===== src/rtl/pwm_sched_pkg.sv =====
// -----------------------------------------------------------------------------
// pwm_sched_pkg
// Shared types and constants for the PWM update scheduler.
//   state_t      : scheduler FSM states (IDLE, PENDING, APPLY)
//   event_sel_t  : update-point encodings for event_sel
//   DUTY_W       : width of one duty lane / carrier_max
//   clamp_duty() : limits a requested duty to the requested carrier_max
// -----------------------------------------------------------------------------
package pwm_sched_pkg;

   localparam int DUTY_W = 16;

   typedef enum logic [1:0] {
      IDLE    = 2'd0,
      PENDING = 2'd1,
      APPLY   = 2'd2
   } state_t;

   typedef enum logic [1:0] {
      EV_LOW   = 2'd0,
      EV_HIGH  = 2'd1,
      EV_BOTH  = 2'd2,
      EV_IMMED = 2'd3
   } event_sel_t;

   // Unsigned compare: a duty above the period would never toggle the output.
   function automatic logic [DUTY_W-1:0] clamp_duty(input logic [DUTY_W-1:0] i_duty,
                                                     input logic [DUTY_W-1:0] i_max);
      return (i_duty > i_max) ? i_max : i_duty;
   endfunction

endpackage


===== src/rtl/sched_edge_detect.sv =====
// -----------------------------------------------------------------------------
// sched_edge_detect
// Rising-edge detector for one carrier flag. A flag held high for several
// cycles produces a single o_rise pulse in the first cycle it is seen high.
//   clk, rst_n : clock, asynchronous active-low reset
//   i_flag     : carrier flag input
//   o_rise     : combinational pulse, i_flag high and previous sample low
// -----------------------------------------------------------------------------
module sched_edge_detect (
   input  logic clk,
   input  logic rst_n,
   input  logic i_flag,
   output logic o_rise
);

   logic r_prev;

   // NOTE: sequential state uses non-blocking assignments so every register
   // samples its inputs from before the clock edge.
   always_ff @(posedge clk or negedge rst_n) begin
      if (!rst_n) r_prev <= 1'b0;
      else        r_prev <= i_flag;
   end

   assign o_rise = i_flag & ~r_prev;

endmodule


===== src/rtl/pwm_update_scheduler.sv =====
// -----------------------------------------------------------------------------
// pwm_update_scheduler
// Accepts a new PWM setting (carrier_max, divider, per-leg duty) through a
// valid/ready handshake, holds it in shadow registers and applies all fields
// atomically on the selected carrier event (low, high, either, or immediate).
// Optional macro PWM_SCHED_TRIG_EN adds an event ratio counter driving trig.
//
// Ports
//   clk, rst_n        : 50 MHz clock, asynchronous active-low reset
//   carrier_low/high  : carrier-at-zero / carrier-at-max flags
//   event_sel         : 0=low, 1=high, 2=low or high, 3=immediate
//   req_valid/ready   : request handshake (ready only in IDLE)
//   req_carrier_max   : requested period, req_divider : requested divider
//   req_duty          : requested duty, 16 bits per leg, leg 0 in the LSBs
//   carrier_max, divider, duty : active settings
//   upd_done          : one-cycle pulse when the active settings change
//   trig              : one-cycle trigger every (trig_ratio+1) events
//   trig_ratio        : events per trig minus 1 (ignored without the macro)
// -----------------------------------------------------------------------------
module pwm_update_scheduler
   import pwm_sched_pkg::*;
#(
   parameter int          NUM_LEGS        = 3,
   parameter logic [15:0] RST_CARRIER_MAX = 16'd1000,
   parameter logic [7:0]  RST_DIVIDER     = 8'd4
) (
   input  logic                       clk,
   input  logic                       rst_n,
   input  logic                       carrier_low,
   input  logic                       carrier_high,
   input  logic [1:0]                 event_sel,
   input  logic                       req_valid,
   output logic                       req_ready,
   input  logic [15:0]                req_carrier_max,
   input  logic [7:0]                 req_divider,
   input  logic [DUTY_W*NUM_LEGS-1:0] req_duty,
   output logic [15:0]                carrier_max,
   output logic [7:0]                 divider,
   output logic [DUTY_W*NUM_LEGS-1:0] duty,
   output logic                       upd_done,
   output logic                       trig,
   input  logic [3:0]                 trig_ratio
);

   state_t                     r_state, w_next_state;
   logic                       w_low_rise, w_high_rise, w_qual_event, w_capture;
   logic [15:0]                r_sh_max, r_act_max;
   logic [7:0]                 r_sh_div, r_act_div;
   logic [DUTY_W*NUM_LEGS-1:0] r_sh_duty, r_act_duty;
   logic                       r_upd_done;

   sched_edge_detect u_edge_low (
      .clk    (clk),
      .rst_n  (rst_n),
      .i_flag (carrier_low),
      .o_rise (w_low_rise)
   );

   sched_edge_detect u_edge_high (
      .clk    (clk),
      .rst_n  (rst_n),
      .i_flag (carrier_high),
      .o_rise (w_high_rise)
   );

   // Immediate mode still counts carrier_low edges for the trigger ratio.
   // Simultaneous low/high edges (carrier_max=0) OR into a single event.
   // NOTE: every always_comb output gets a default first so no latch is inferred.
   always_comb begin
      w_qual_event = w_low_rise;
      case (event_sel)
         EV_HIGH: w_qual_event = w_high_rise;
         EV_BOTH: w_qual_event = w_low_rise | w_high_rise;
         default: w_qual_event = w_low_rise;
      endcase
   end

   assign req_ready = (r_state == IDLE);
   assign w_capture = req_valid && req_ready;

   always_ff @(posedge clk or negedge rst_n) begin
      if (!rst_n) r_state <= IDLE;
      else        r_state <= w_next_state;
   end

   always_comb begin
      w_next_state = r_state;
      case (r_state)
         IDLE:    if (w_capture) w_next_state = PENDING;
         PENDING: if (event_sel == EV_IMMED || w_qual_event) w_next_state = APPLY;
         APPLY:   w_next_state = IDLE;
         default: w_next_state = IDLE;
      endcase
   end

   // Shadow registers are cleared on reset so a discarded request leaves no
   // stale data behind; duty is clamped once here rather than on every apply.
   always_ff @(posedge clk or negedge rst_n) begin
      if (!rst_n) begin
         r_sh_max  <= '0;
         r_sh_div  <= '0;
         r_sh_duty <= '0;
      end else if (w_capture) begin
         r_sh_max <= req_carrier_max;
         r_sh_div <= req_divider;
         for (int i = 0; i < NUM_LEGS; i++) begin
            r_sh_duty[i*DUTY_W +: DUTY_W] <= clamp_duty(req_duty[i*DUTY_W +: DUTY_W],
                                                         req_carrier_max);
         end
      end
   end

   // All active fields load on the same edge, together with upd_done.
   always_ff @(posedge clk or negedge rst_n) begin
      if (!rst_n) begin
         r_act_max  <= RST_CARRIER_MAX;
         r_act_div  <= RST_DIVIDER;
         r_act_duty <= '0;
         r_upd_done <= 1'b0;
      end else begin
         r_upd_done <= 1'b0;
         if (r_state == APPLY) begin
            r_act_max  <= r_sh_max;
            r_act_div  <= r_sh_div;
            r_act_duty <= r_sh_duty;
            r_upd_done <= 1'b1;
         end
      end
   end

   assign carrier_max = r_act_max;
   assign divider     = r_act_div;
   assign duty        = r_act_duty;
   assign upd_done    = r_upd_done;

`ifdef PWM_SCHED_TRIG_EN
   logic [3:0] r_ratio_cnt;

   // Counts every qualifying event independent of the FSM; trig fires in the
   // detection cycle of the event that reaches trig_ratio.
   always_ff @(posedge clk or negedge rst_n) begin
      if (!rst_n)            r_ratio_cnt <= '0;
      else if (w_qual_event) r_ratio_cnt <= (r_ratio_cnt == trig_ratio) ? 4'd0
                                                                       : r_ratio_cnt + 4'd1;
   end

   assign trig = w_qual_event && (r_ratio_cnt == trig_ratio);
`else
   logic w_unused_trig_ratio;
   assign w_unused_trig_ratio = ^trig_ratio;
   assign trig = 1'b0;
`endif

endmodule

===== config.mk =====
export PLATFORM = sky130hd
export DESIGN_NAME = pwm_update_scheduler
export DESIGN_NICKNAME = d
export VERILOG_FILES = /design/src/rtl/pwm_sched_pkg.sv /design/src/rtl/sched_edge_detect.sv /design/src/rtl/pwm_update_scheduler.sv
export SDC_FILE = /design/constraint.sdc
export NUM_CORES = 1
export LEC_CHECK = 0
export ABC_CLOCK_PERIOD_IN_PS = 2570
export BUFFER_PORTS_ARGS = -buffer_cell sky130_fd_sc_hd__buf_2
export CORE_MARGIN = 4
export CORE_UTILIZATION = 42
export CTS_CLUSTER_DIAMETER = 30
export DETAILED_ROUTE_END_ITERATION = 7
export PLACE_DENSITY = 0.76
export REMOVE_ABC_BUFFERS = 1
export SYNTH_ARGS = -nofsm -noshare
export SYNTH_HDL_FRONTEND = slang
export SYNTH_SLANG_ARGS = --single-unit

===== constraint.sdc =====
create_clock -name clk -period 2.57 [get_ports clk]
set_clock_uncertainty 0.2 [all_clocks]
set_input_delay 0 -clock clk [delete_from_list [all_inputs] [get_ports clk]]
set_output_delay 0 -clock clk [all_outputs]
set_load 0.1 [all_outputs]

==> results by group, run 1 <==
CTS
  – H-Tree Level Count: 4
  – Number of clock buffers inserted by TritonCTS: 17
  – Clock latency of the later-clocked register in the worst-skew pair: 420 ps
  – Post-CTS Setup Repair Bufs: 0
  – CTS Buffer Depth: 2
  – CTS tree: done
  – Clock Pin Slew Worst Setup and Hold Paths: 60 ps
  – Root buf cell: clkbuf_16
  – Number of clock sinks: 149

Synth
  – Distinct cells, synth: 34
  – Dominant cells by area after synthesis: dfrtp_1 (44%), mux2_2 (10%), ha_1 (8.0%)
  – Synth Register Bits: 149
  – Parity-gate share of the synthesized area counting xor and xnor cells: 0%
  – Main combinational cell family by area after synthesis: simple AND/OR/NAND/NOR gates
  – Synthesized-area fraction occupied by and/or/nand/nor cells: 19.1%
  – Fraction of the mapped netlist area in adder cells: 7.99%
  – Sequential element share of the synthesized area: 46.8%
  – Area fraction in compound gates after synthesis: 11.4%
  – Area leader, netlist: dfrtp_1
  – Netlist area before placement: 0.00799 sq mm
  – Mux contribution to synthesized area: 10.1%
  – Instance count of the mapped netlist: 796
  – Synthesized area per cell: 10.0 sq um
  – Synthesis Warnings: 0
  – Share of the synthesized area in the top cell type: 44.5%

Timing
  – Maximum clock frequency: 407 MHz
  – Max transition margin: 51.1%
  – Post-route worst setup slack: 110 ps
  – Setup violators final: 0
  – Final Hold Slack: -4.04 ps
  – Max-slew violation total from the final report: 0
  – Crit share post-route: 95.7%
  – RSZ-0062 raised after global routing: no
  – Final Hold Fails: 2
  – Post-Route Setup TNS: 0 ps
  – Minimum clock period: 2460 ps
  – Actual slew at the worst max-slew pin: 734 ps

Floorplanning
  – Floorplan row count: 50
  – Starting utilization of the core area: 42.7%
  – Die span in y: 146 um
  – Area enclosed by the die boundary: 0.0213 sq mm
  – Count of boundary I/O pins: 158
  – Horizontal die dimension: 146 um
  – Area of the core: 0.0187 sq mm

GRT
  – Maximum number of pins on one net before global-route repair: 110
  – Overall routing resource usage: 22.9%
  – Met3 Use GR: 6.29%
  – GRT busiest layer: met2
  – Initial antenna violation count: 0
  – First-pass GRT wire length: 39200 um
  – Number of global-route vias before repair: 7481
  – Global-route track usage on met2: 36.8%
  – Grt ovf: 0
  – Met1 Usage GRT: 29.9%

Pwr
  – Fraction of power consumed by the clock network: 18.6%
  – Logic pwr share: 52.2%
  – Power density relative to cell area: 1300 mW/mm^2
  – Sw power: 7.02 mW
  – Worst supply voltage drop on vdd: 938 uV
  – P_leak: 5.15 nW
  – Int Power: 6.80 mW
  – Part of the total power dissipated in sequential elements: 29.2%
  – Total power consumption of the routed design: 13.8 mW
  – Net switching fraction of the power: 50.8%

Cells and area
  – Proportion of layout cells with a drive suffix above 1: 29.9%
  – ANT cells: 0
  – Layout net count: 1158
  – Final instance area: 0.0106 sq mm
  – Cell Count, Final, Fillers Out: 1271
  – Area delta synth->final: 32.9%
  – Post-layout util: 56.8%

Detailed routing
  – Total detailed-routing wirelength: 24000 um
  – Antenna-violating nets left: 0
  – Vias per std cell: 5.60
  – First-pass DRT Iterations: 5
  – DR iter-0 viols: 553
  – Routed wirelength normalized by instance count: 18.9 um
  – Via count: 7123
  – Residual DRC: 0

Worst setup path
  – Critical Path RT: 2680 ps
  – Slowest-stage cell, CP: dlygate4sd3_1
  – Startpoint class of the critical path: input port
  – Crit path arrival time: 2570 ps
  – Source of the critical timing path: req_carrier_max[9]
  – Max FO, Critical Path: 8
  – CP Cell Sequence: dlygate4sd3_1 > buf_2 > inv_1 > ha_1 > nand4_1 > a2111o_1 > and4b_2 > buf_4 > o311ai_0
  – Critical setup path kind: input port to flop
  – Slowest cell delay on critical path: 570 ps
  – Worst reg2reg setup slack: 260 ps
  – Sort of element at the end of the critical path: flop
  – Source of the worst register-to-register timing path: r_state[0]

Placed design
  – Instance area after placement: 0.00912 sq mm
  – Half-perimeter wire length after detailed placement: 16300 um
  – Worst-case setup slack after placement: 158 ps
  – Port Buffer Count: 152
  – Number of placed cells counting well taps: 1151
  – Final weighted congestion of routability-driven global placement: 0.906

Hold path
  – Class of the worst hold path: input port to async pin

Run
  – Max-cap check violation count: 0

Run status
  – Status: finished with violations
  – Violated checks: negative hold slack
final timing paths:
| check | end | cells past startpoint |
|---|---|---|
| worst max-delay path | r_sh_duty[2] | 9 |
| worst min-delay path | upd_done | 2 |
| worst max register to register | r_sh_div[7] | 6 |
| worst min register to register | r_sh_max[7] | 2 |
| max in group asynchronous | carrier_max[7] | 3 |
| min in group clk | u_edge_low.r_prev | 2 |
final cells by class:
cell class	instances	area (sq um)
clock inverters	12	154
clock buffers	20	457
flip-flops and latches	149	3740
inverters	20	75.1
well taps	234	293
repair buffers	271	1970
multi-input cells	565	3930
fillers	1635	8090
per-layer routing:
metal / share of wire, % / routed length (um)
met1: 43 / 10400
met4: 1.8 / 439
met5: 0 / 0
met2: 48 / 11400
met3: 7.3 / 1740
synth_stat cells, drive strengths merged:
| master | number |
|---|---|
| nand4 | 60 |
| nand3 | 3 |
| a2111o | 3 |
| mux2 | 72 |
| o211ai | 3 |
| and3 | 48 |
| a22oi | 3 |
| and4b | 3 |
| ha | 51 |
| nor3 | 4 |
| nor4 | 3 |
| o41ai | 1 |
| buf | 11 |
| nor3b | 2 |
| clkbuf | 51 |
| dfstp | 7 |
| a21oi | 66 |
| dfrtp | 142 |
| o311ai | 48 |
| nor2b | 4 |
| nand2 | 127 |
| inv | 20 |
| o21ai | 6 |
| nor2 | 52 |
| nor4b | 1 |
| conb | 1 |
| nand2b | 4 |
cell families (layout without fill, tap and decap cells):
family          count (synthesis)  count (layout)
simple gates                  311             311
flops                         149             149
compound gates                130             130
buf+inv                        82             323
mux                            72              72
fa+ha+maj                      51              51
other cells                     1               1
critical path: cells and delay by family:
kind,cells,cell delay [ps]
buffers and inverters,4,940
AO/OA/AOI/OAI,2,760
adder cells (fa/ha/maj),1,300
AND/OR/NAND/NOR,2,560
state kept, by name, indices dropped and copies added (netlist names):
| signal | flops |
|---|---|
| r_sh_div | 8 |
| upd_done | 1 |
| r_state | 2 |
| carrier_max | 16 |
| r_sh_max | 16 |
| u_edge_high.r_prev | 1 |
| duty | 48 |
| divider | 8 |
| u_edge_low.r_prev | 1 |
| r_sh_duty | 48 |
power by group through the flow:
stage	Combinational [mW]	Sequential (mW)	Clock, mW
after floorplan	1.95	7.69	0
after global placement	6.94	4.02	0
after detailed placement	7.02	4.07	0
after CTS	7.24	4.04	2.62
after global routing	7.60	4.16	2.72
final	7.22	4.04	2.57
layout by cell type (no fill, tap or decap), types with 2 or more instances in the layout:
cell / count
buf_2: 151
o311ai_0: 15
mux2_2: 72
nand2_1: 126
a22oi_1: 3
and3_1: 48
dfrtp_1: 142
inv_1: 20
buf_4: 24
o311ai_1: 27
a2111o_1: 3
nand3_1: 3
ha_1: 51
o211ai_1: 3
nor2_1: 52
o311ai_2: 6
nor4_2: 3
dfstp_2: 7
o21ai_1: 3
nand4_1: 57
a21oi_1: 66
buf_12: 7
clkinvlp_4: 6
clkbuf_16: 17
nand4_2: 3
and4b_2: 2
o21ai_0: 3
bufinv_16: 3
clkbuf_8: 2
nor2b_1: 3
dlygate4sd3_1: 88
clkinv_2: 2
nor3_1: 4
nand2b_1: 4
repair_timing:
action,CTS,global route
hold buffers,88,0
setup endpoints to repair,0,18
hold endpoints to repair,220,0
resized for setup,0,5
Note: power is estimated with default switching activity, not from simulation.
==> run 2, diff against run 1 <==
REMOVE_ABC_BUFFERS = not set   (was 1)
==> run 2 against run 1 <==
  * Critical path type unchanged
  * Largest cell class unchanged
  * Cell count fell by 0.71%
  * The run now ends clean
  * Worst setup slack improved by 57 ps
  * Sequential power barely moved
==> results by group, run 2 (synthesized netlist as in run 1, its figures left out) <==
Hold path
  – Class of the worst hold path: input port to flop
  – Worst hold path cell count: 2
  – Startpoint of the most critical hold path: carrier_high
  – Hold-critical path endpoint: u_edge_high.r_prev

Worst setup path
  – Critical Path RT: 2670 ps
  – Slowest-stage cell, CP: dlygate4sd3_1
  – CP Cell Sequence: dlygate4sd3_1 > buf_2 > inv_1 > ha_1 > nand4_2 > a2111o_1 > and4b_2 > o311ai_1
  – Critical setup path kind: input port to flop
  – Depth of the worst register-to-register path: 5
  – Worst reg2reg setup slack: 350 ps
  – Max FO, Critical Path: 16
  – Sort of element at the end of the critical path: flop
  – Source of the worst register-to-register timing path: r_state[0]
  – Endpoint of the most critical register-to-register path: r_sh_duty[43]
  – Worst path top cell family by delay: compound AO/OA/AOI/OAI gates
  – Crit path arrival time: 2500 ps
  – Slowest cell delay on critical path: 550 ps
  – CP Buf/Inv Count: 3
  – Startpoint class of the critical path: input port

Placed design
  – Port Buffer Count: 152
  – Half-perimeter wire length after detailed placement: 16400 um
  – Final weighted congestion of routability-driven global placement: 0.906

Pwr
  – Net switching fraction of the power: 53.1%
  – Fraction of power consumed by the clock network: 17.2%
  – Part of the total power dissipated in sequential elements: 29.8%
  – Int Power: 6.36 mW
  – Worst supply voltage drop on vdd: 895 uV
  – Total power consumption of the routed design: 13.6 mW
  – Power density relative to cell area: 1300 mW/mm^2
  – P_leak: 5.05 nW
  – Logic pwr share: 53.0%
  – Sw power: 7.19 mW

CTS
  – CTS Buffer Depth: 2
  – Root buf cell: clkbuf_16
  – Number of clock sinks: 149
  – CTS tree: done
  – Post-CTS Setup Repair Bufs: 0
  – Clock Pin Slew Worst Setup and Hold Paths: 70 ps
  – H-Tree Level Count: 4
  – Clock latency of the later-clocked register in the worst-skew pair: 430 ps
  – Number of clock buffers inserted by TritonCTS: 17

GRT
  – Initial antenna violation count: 4
  – Maximum number of pins on one net before global-route repair: 74
  – Grt ovf: 0
  – Overall routing resource usage: 23.4%
  – Number of global-route vias before repair: 7279
  – First-pass GRT wire length: 39600 um

Timing
  – Crit share post-route: 93.5%
  – Post-Route Setup TNS: 0 ps
  – Final Hold Fails: 0
  – Actual slew at the worst max-slew pin: 758 ps
  – RSZ-0062 raised after global routing: no
  – Minimum clock period: 2400 ps
  – Setup violators final: 0
  – Max-slew violation total from the final report: 0
  – Max transition margin: 49.3%
  – Maximum clock frequency: 416 MHz

Synth
  – Synth Net Count: 930

Detailed routing
  – Vias per std cell: 5.82
  – First-pass DRT Iterations: 7
  – DR iter-0 viols: 985
  – Routed wirelength normalized by instance count: 19.9 um
  – Antenna-violating nets left: 0
  – Via count: 7344
  – Total detailed-routing wirelength: 25200 um
  – Residual DRC: 0

Cells and area
  – Most frequent cells in the layout: buf_2 (151), dfrtp_1 (142), nand2_1 (126)
  – Layout net count: 1144
  – Proportion of layout cells with a drive suffix above 1: 30.0%
  – Area delta synth->final: 30.6%
  – Sequential standard cell area: 0.00374 sq mm
  – Total of fill cells in the finished design: 1576
  – Most common cell after layout, fill and taps aside: buf_2
  – Footprint of the multi-input gates: 0.00394 sq mm

Floorplanning
  – Die span in y: 146 um
  – Count of boundary I/O pins: 158
  – Floorplan row count: 50
  – Starting utilization of the core area: 42.7%
  – Area enclosed by the die boundary: 0.0213 sq mm
  – Area of the core: 0.0187 sq mm
  – Horizontal die dimension: 146 um

Run status
  – Status: finished, final reports clean

Run
  – Max-cap check violation count: 0
## run 2: worst max path at each step
stage,cells past startpoint,endpoint,start,slack [ps]
floorplan,6,r_sh_duty[22],r_state[1],60
global placement,8,r_sh_duty[47],req_carrier_max[7],280
detailed placement,7,r_sh_duty[16],req_carrier_max[14],220
CTS,9,r_sh_duty[47],req_carrier_max[5],110
global route,8,r_sh_duty[4],req_carrier_max[14],30
finish,8,r_sh_duty[43],req_carrier_max[14],170
## run 2: power by group through the flow
| stage | logic [mW] | clock network [mW] | registers [mW] |
|---|---|---|---|
| finish | 7.18 | 2.33 | 4.04 |
| global route | 7.53 | 2.47 | 4.16 |
| CTS | 7.18 | 2.37 | 4.03 |
| detailed placement | 7.05 | 0 | 4.06 |
| global placement | 6.98 | 0 | 4.01 |
| floorplan | 2.00 | 0 | 7.69 |
## run 2: final cells by class
| cell class | instances | area share (%) |
|---|---|---|
| Timing Repair Buffer | 257 | 17.6 |
| Sequential cell | 149 | 35.8 |
| Inverter | 20 | 0.719 |
| Antenna cell | 5 | 0.120 |
| Clock buffer | 18 | 4.11 |
| Multi-Input combinational cell | 565 | 37.7 |
| Clock inverter | 14 | 1.14 |
| Tap cell | 234 | 2.81 |
## run 2: repair_timing
action | 4_1_cts | 5_1_grt
gates resized for setup | 0 | 3
setup endpoints to repair | 0 | 19
endpoints found under the hold margin | 222 | 0
hold buffers | 80 | 0
## run 2: layer usage
layer  wire [um]  track usage [%]
met5           0                0
met4        1630             14.5
met3        2170             6.01
met2       11500             36.6
met1        9820             29.1
## run 2: per-stage QoR
step,hold WS [ps],instances,utilization [%],worst slack (ps),instance area (sq um)
6_report,13.8,1262,55.8,168,10400
5_1_grt,14.1,1261,55.8,27.5,10400
4_1_cts,5.63,1257,55.7,110,10400
3_5_place_dp,-183,1145,48.4,219,9050
3_3_place_gp,-191,1145,48.4,280,9050
2_1_floorplan,-496,796,-,64.4,7990
